**config.mk**
```make
export PLATFORM = sky130hd
export DESIGN_NAME = pipeline_hazard_ctrl
export DESIGN_NICKNAME = d
export VERILOG_FILES = /design/src/rtl/pipeline_hazard_ctrl.sv
export SDC_FILE = /design/constraint.sdc
export NUM_CORES = 1
export LEC_CHECK = 0
export BUFFER_PORTS_ARGS = -buffer_cell sky130_fd_sc_hd__buf_2
export CORE_ASPECT_RATIO = 2
export CORE_MARGIN = 10
export CORE_UTILIZATION = 45
export CTS_CLUSTER_DIAMETER = 80
export DETAILED_ROUTE_END_ITERATION = 16
export PLACE_DENSITY = 0.75
export SYNTH_ARGS = -nofsm -noshare
export SYNTH_HDL_FRONTEND = slang
export SYNTH_SLANG_ARGS = --single-unit
```
**constraint.sdc**
```tcl
create_clock -name clk -period 1.7 [get_ports clk]
set_input_delay 0.17 -clock clk [delete_from_list [all_inputs] [get_ports clk]]
set_output_delay 0.17 -clock clk [all_outputs]
set_load 0.1 [all_outputs]
```
**src/rtl/pipeline_hazard_ctrl.sv**
```systemverilog
`default_nettype none
// pipeline_hazard_ctrl: merges load-use, branch redirect and memory-wait into
// per-stage we/flush/bubble controls; keeps stall/flush statistics. Rev 1.0
module pipeline_hazard_ctrl #(
  parameter int MEM_WAIT_MAX = 15,
  parameter int CNT_W        = 16
) (
  input  logic             clk,
  input  logic             rst,
  input  logic             load_use_pause,
  input  logic             branch_taken,
  input  logic             mem_req,
  input  logic             mem_ready,
  output logic             pc_we,
  output logic             if_id_we,
  output logic             id_ex_we,
  output logic             ex_mem_we,
  output logic             if_id_flush,
  output logic             id_ex_flush,
  output logic             ex_mem_bubble,
  output logic             mem_wb_bubble,
  output logic [1:0]       ctrl_state,
  output logic             timeout_err,
  output logic [CNT_W-1:0] stall_cycles,
  output logic [CNT_W-1:0] flush_events
);

  typedef enum logic [1:0] {
    RUN      = 2'd0,
    LU_STALL = 2'd1,
    MEM_WAIT = 2'd2,
    ERR      = 2'd3
  } state_t;

  localparam logic [7:0]       WAIT_MAX = 8'(MEM_WAIT_MAX);
  localparam logic [CNT_W-1:0] CNT_MAX  = '1;

  state_t     state;
  logic [7:0] wait_cnt;
  logic       mem_stall;
  logic       freeze;
  logic       lu_act;
  logic       br_act;

  assign mem_stall  = mem_req & ~mem_ready;
  assign ctrl_state = state;

  // Pick the single winning action for this cycle; outputs follow from it.
  always_comb begin
    freeze = 1'b0;
    lu_act = 1'b0;
    br_act = 1'b0;
    if (!rst) begin
      case (state)
        ERR:      freeze = 1'b1;
        MEM_WAIT: freeze = mem_stall;
        default: begin
          if (mem_stall)           freeze = 1'b1;
          else if (load_use_pause) lu_act = 1'b1;
          else if (branch_taken)   br_act = 1'b1;
        end
      endcase
    end
  end

  always_comb begin
    pc_we         = 1'b1;
    if_id_we      = 1'b1;
    id_ex_we      = 1'b1;
    ex_mem_we     = 1'b1;
    if_id_flush   = 1'b0;
    id_ex_flush   = 1'b0;
    ex_mem_bubble = 1'b0;
    mem_wb_bubble = 1'b0;
    if (rst) begin
      pc_we         = 1'b0;
      if_id_we      = 1'b0;
      id_ex_we      = 1'b0;
      ex_mem_we     = 1'b0;
      if_id_flush   = 1'b1;
      id_ex_flush   = 1'b1;
      ex_mem_bubble = 1'b1;
      mem_wb_bubble = 1'b1;
    end else if (freeze) begin
      pc_we         = 1'b0;
      if_id_we      = 1'b0;
      id_ex_we      = 1'b0;
      ex_mem_we     = 1'b0;
      mem_wb_bubble = 1'b1;
    end else if (lu_act) begin
      pc_we         = 1'b0;
      if_id_we      = 1'b0;
      id_ex_we      = 1'b0;
      ex_mem_bubble = 1'b1;
    end else if (br_act) begin
      if_id_flush   = 1'b1;
      id_ex_flush   = 1'b1;
    end
  end

  always_ff @(posedge clk) begin
    if (rst) begin
      state        <= RUN;
      wait_cnt     <= 8'd0;
      stall_cycles <= '0;
      flush_events <= '0;
      timeout_err  <= 1'b0;
    end else begin
      if (!pc_we && stall_cycles != CNT_MAX) stall_cycles <= stall_cycles + 1'b1;
      if (br_act && flush_events != CNT_MAX) flush_events <= flush_events + 1'b1;
      case (state)
        MEM_WAIT: begin
          if (!mem_stall) begin
            state    <= RUN;
            wait_cnt <= 8'd0;
          end else if (wait_cnt >= WAIT_MAX) begin
            state       <= ERR;
            timeout_err <= 1'b1;
          end else begin
            wait_cnt <= wait_cnt + 8'd1;
          end
        end
        ERR: state <= ERR;
        default: begin
          if (freeze) begin
            state    <= MEM_WAIT;
            wait_cnt <= 8'd1;
          end else if (lu_act) begin
            state <= LU_STALL;
          end else begin
            state <= RUN;
          end
        end
      endcase
    end
  end

endmodule
`default_nettype wire
```
* Word level (Yosys, flattened, before mapping)
Cells that the tools add are included.
Cells by class: muxes and demuxes 35, add/subtract/negate cells 3, bitwise gates (word level) 3, equality and inequality tests 6, reductions and logical operators 7, magnitude comparators 1
Operators by type and width (number):
- $add A16 B1 Y16 const B | 2
- $ne A16 B16 Y1 const B | 2
- $mux W1 | 26
- $mux W8 | 3
- $pmux W8 S2 | 1
- $add A8 B1 Y8 const B | 1
- $ge A8 B4 Y1 const B | 1
- $mux W2 | 3
- $ne A3 B3 Y1 const B | 2
- $reduce_and A3 Y1 | 2
- $eq A2 B2 Y1 const B | 2
- $pmux W2 S2 | 1
- $logic_and A1 B1 Y1 | 2
- $not A1 Y1 | 2
- $pmux W1 S2 | 1
- $reduce_bool A2 Y1 | 1
- $reduce_or A2 Y1 | 1
- $and A1 B1 Y1 | 1
- $logic_not A1 Y1 | 1
Storage, ports and cells: bits of input ports 6, register bits after elaboration 43, word-level logic and storage cells 60, output and inout port bits 43

* Longest topological paths before layout
depth after elaboration 10, gate-level depth with buffers 7, depth with buffers taken out 5

* Worst setup path after synthesis
Ideal clock, no wire load.
path type register to output, start register state[1], in the netlist ctrl_state[1], end output port ex_mem_bubble, arrival time 3066 ps, slack -1536 ps, stages on the path, launching flop included 3, cell sequence dfxtp_1 > buf_6 > o21ai_0
Between the ends: word-level cells in the longest chain between the ends 7, elaborated cells between the ends (all ways) 10
Ends and longest elaborated chain:
- start, declared | RTL line 38 | state_t state;
- start signal, assigned | RTL line 103 | state <= RUN;
- start signal, assigned | RTL line 114 | state <= RUN;
- start signal, assigned | RTL line 117 | state <= ERR;
- $eq A2 B2 Y1 | RTL line 54 | case (state)
- $reduce_or A2 Y1 (no line)
- $mux W1 | RTL line 54
- $mux W1 | RTL line 53 | if (!rst) begin
- $mux W1 | RTL line 90 | end else if (lu_act) begin
- $mux W1 (*) | RTL line 84 | end else if (freeze) begin
- $mux W1 (*) | RTL line 75 | if (rst) begin
- end, declared | RTL line 20 | output logic ex_mem_bubble,
Every way passes the cells marked *; elsewhere a longest branch is shown, timed or not.

* Worst setup path after layout
start register state[1], in the netlist ctrl_state[1], end register stall_cycles[11]
Between the ends: word-level cells in the longest chain between the ends 9, elaborated cells between the ends (all ways) 12
Ends and longest elaborated chain:
- $eq A2 B2 Y1 | RTL line 54
- $reduce_or A2 Y1 (no line)
- $mux W1 | RTL line 54
- $mux W1 | RTL line 53
- $mux W1 | RTL line 90
- $mux W1 (*) | RTL line 84
- $mux W1 (*) | RTL line 75
- $logic_not A1 Y1 (*) | RTL line 109 | if (!pc_we && stall_cycles != CNT_MAX) stall_cycles <= stall_cycles + 1'b1;
- $logic_and A1 B1 Y1 (*) | RTL line 109
- end signal, assigned | RTL line 109
- end, declared | RTL line 24 | output logic [CNT_W-1:0] stall_cycles,
Marked as above. A chain may end at the register's enable or synchronous reset.

==> metrics <==
hpwl dp a little over 5000 um; Placer Congestion 0.856; drt first pass iters 5; Leak between 1 and 1.5 nW; Synth Register Bits 43; first-iteration detailed-routing DRC count 164; critical-path cell list o2111a_2, buf_4, nor4_1, mux2_1; overall routing resource usage ~16%; unrepaired setup endpoints after global routing yes; compound-cell area share of the yosys netlist around 14%; vias 2402; nature of the critical path startpoint flip-flop; Psw 0.000656 W; final WL 6920 um; TNS Setup 0 ps; sequential power share between 40 and 50%; Post-Synth Adder-Cell Area ~1.6%; CP startpoint ctrl_state[1]; Area Overhead vs Synth 41.4%; clk root buf clkbuf_8; Synth Flop Type dfxtp_1; Slowest-stage cell, CP dfxtp_4; Netlist Area Pre-Place 0.00239 sq mm; Final Total Pwr slightly above 0.002 W; Row Count 37; vias per inst slightly above 6; Mapped Cells 267; Sequential cell area slightly below 0.001 sq mm; clock sink count 43; final net count 348; share of layout cells above drive strength 1 between 40% and 50%; Required @ worst endpoint roughly 1900 ps; Comb pwr share 21.0%; Ant. Diodes 0; EDFF count, synth 0; fmax 0.595 GHz; Post-Syn Nets 276; area used by multi-input combinational logic 0.00162 sq mm; mux share of post-synthesis cell area 6.55%; Routed Antenna Nets 0; IO Pins 49; first-pass GRT wire length approximately 12000 um; CTS H-tree lvls 2; syn avg cell area 8.94 sq um; CTS tree done; power per cell area between 600 and 700 mW/mm^2; most frequent cells in the layout buf_2, buf_4, dfxtp_4; placed cells 382; hold path start rst; status complete, no violations; worst-margin pin slew 499 ps; commonest non-fill, non-tap cell in the layout buf_2; Bufs on Longest Clock Path 2; Clock power frac 30.2%; drc violations 0; skew final 3.88 ps; Die W 71.5 um; Hold Crit Class primary input to flip-flop; main combinational cell family by area after synthesis simple AND/OR/NAND/NOR gates; Synth Area in XOR/XNOR 0%; Reg2Reg Launch Point ctrl_state[1]; remaining global-route overflow 0; CP Class flip-flop to flip-flop; hold path depth 3; clk slew on worst S/H paths 80 ps; post-synthesis simple-gate area fraction 36.5%; core area just over 0.005 sq mm; yosys synthesis warning count 0; hold_buf cts 0; R2R cell count 4; IO buf count 48; clk_lat worst skew about 290 ps; Setup Viol. Count Final 0; Final Hold Viols 0; Die ar. a little under 0.009 sq mm; post-DR wirelength/cell 17.4 um; CP Max Fanout 17; initial core utilization 46.4%; Hold Slack about 280 ps; die height 123 um; Pins Over Slew Limit 0; switching share of power approximately a third; Crit. End Element flip-flop; max_slew headroom approximately two thirds; vias in the first global route 2450; Largest stage delay, worst path 380 ps; min Tclk post-route 1680 ps; worst vdd ir 0.724 mV; CTS buffer count 5; initial antenna violation count 0; final period utilization 98.9%; register area share after synthesis 36.1%; FFs w/ async S/R, synth 0%; arrival time worst endpoint 1870 ps; Max Cap Viol 0; Layout Cells excl Fill 397; Yosys cell types 50; Int Power 0.00140 W; Finished Core Util 65.6%; Layout fillers 454; largest net degree at the start of global routing 27
[Yosys cell counts, types with 3 or more instances]
library cell	n	area, sq um
buf_6	3	33.8
dfxtp_1	43	861
o31ai_1	8	60.1
a21oi_1	16	80.1
or3_1	4	25.0
or4_1	9	67.6
and3_1	4	25.0
nand4_2	3	37.5
o21ai_0	6	30.0
a31oi_1	4	25.0
buf_4	4	30.0
nand4_1	11	68.8
and4_1	3	26.3
ha_1	3	37.5
mux2_1	12	135
nor4b_1	5	43.8
nor2_1	22	82.6
nor4_2	3	37.5
inv_1	5	18.8
nor2b_1	14	87.6
nor3_1	6	30.0
o211ai_1	3	22.5
nand3_1	14	70.1
nand2_1	14	52.6
clkbuf_1	5	18.8
nor4_1	9	56.3
[flip-flops by register name, summed over array words and instances, names as in the netlist]
name          count
ctrl_state        2
flush_events     16
stall_cycles     16
timeout_err       1
wait_cnt          8
[worst paths after layout]
| check | end | slack (ps) |
|---|---|---|
| setup / recovery | stall_cycles[11] | 20 |
| hold / removal | stall_cycles[4] | 280 |
| setup reg to reg | stall_cycles[11] | 20 |
| hold reg to reg | timeout_err | 470 |
[per-layer routing]
layer,GRT usage (%),up-vias,part of all wire (%)
li1,-,1171,-
met1,15.4,1159,37
met2,29.1,57,56
met3,3.61,15,4.5
met4,7.54,0,2.7
met5,0,-,0
[power groups by stage]
stage	Clock [W]	Sequential [W]	Combinational, W
floorplan	0	0.00111	0.000232
global placement	0	0.00103	0.000406
detailed placement	0	0.00103	0.000412
CTS	0.000638	0.00100	0.000427
global route	0.000677	0.00100	0.000456
finish	0.000621	0.00100	0.000431
[critical path, delay by kind of cell (launching register included)]
family                 cells  cell delay, ps
AOI/OAI and AO/OA          1             300
DFF                        1             380
muxes                      1             350
buffers and inverters      1             210
and+or+nand+nor            1             330
[timing repair]
action                                  in CTS  in global routing
setup buffers                                5                  4
endpoints found under the setup margin      17                 24
gates resized for setup                      7                 12
pin swaps                                    5                  4
[final cells by class]
class | instances | area share, %
Timing Repair Buffer | 80 | 17.8
Inverter | 6 | 0.779
Clock buffer | 7 | 2.26
Sequential cell | 43 | 28.9
Multi-Input combinational cell | 203 | 48.1
Tap cell | 58 | 2.15
[kinds of logic after synthesis]
group,after synthesis
compound gates,51
fa+ha+maj,3
buf+inv,21
flops,43
mux,14
simple gates,135
[through the flow]
step	setup WS (ps)	area, sq um
after floorplan	-214	2670
after global placement	-17.5	3140
after detailed placement	-47.4	3140
after CTS	-11.5	3280
after global routing	-39.5	3370
final	18.4	3370
No activity file was read; power rests on OpenSTA's default activity.
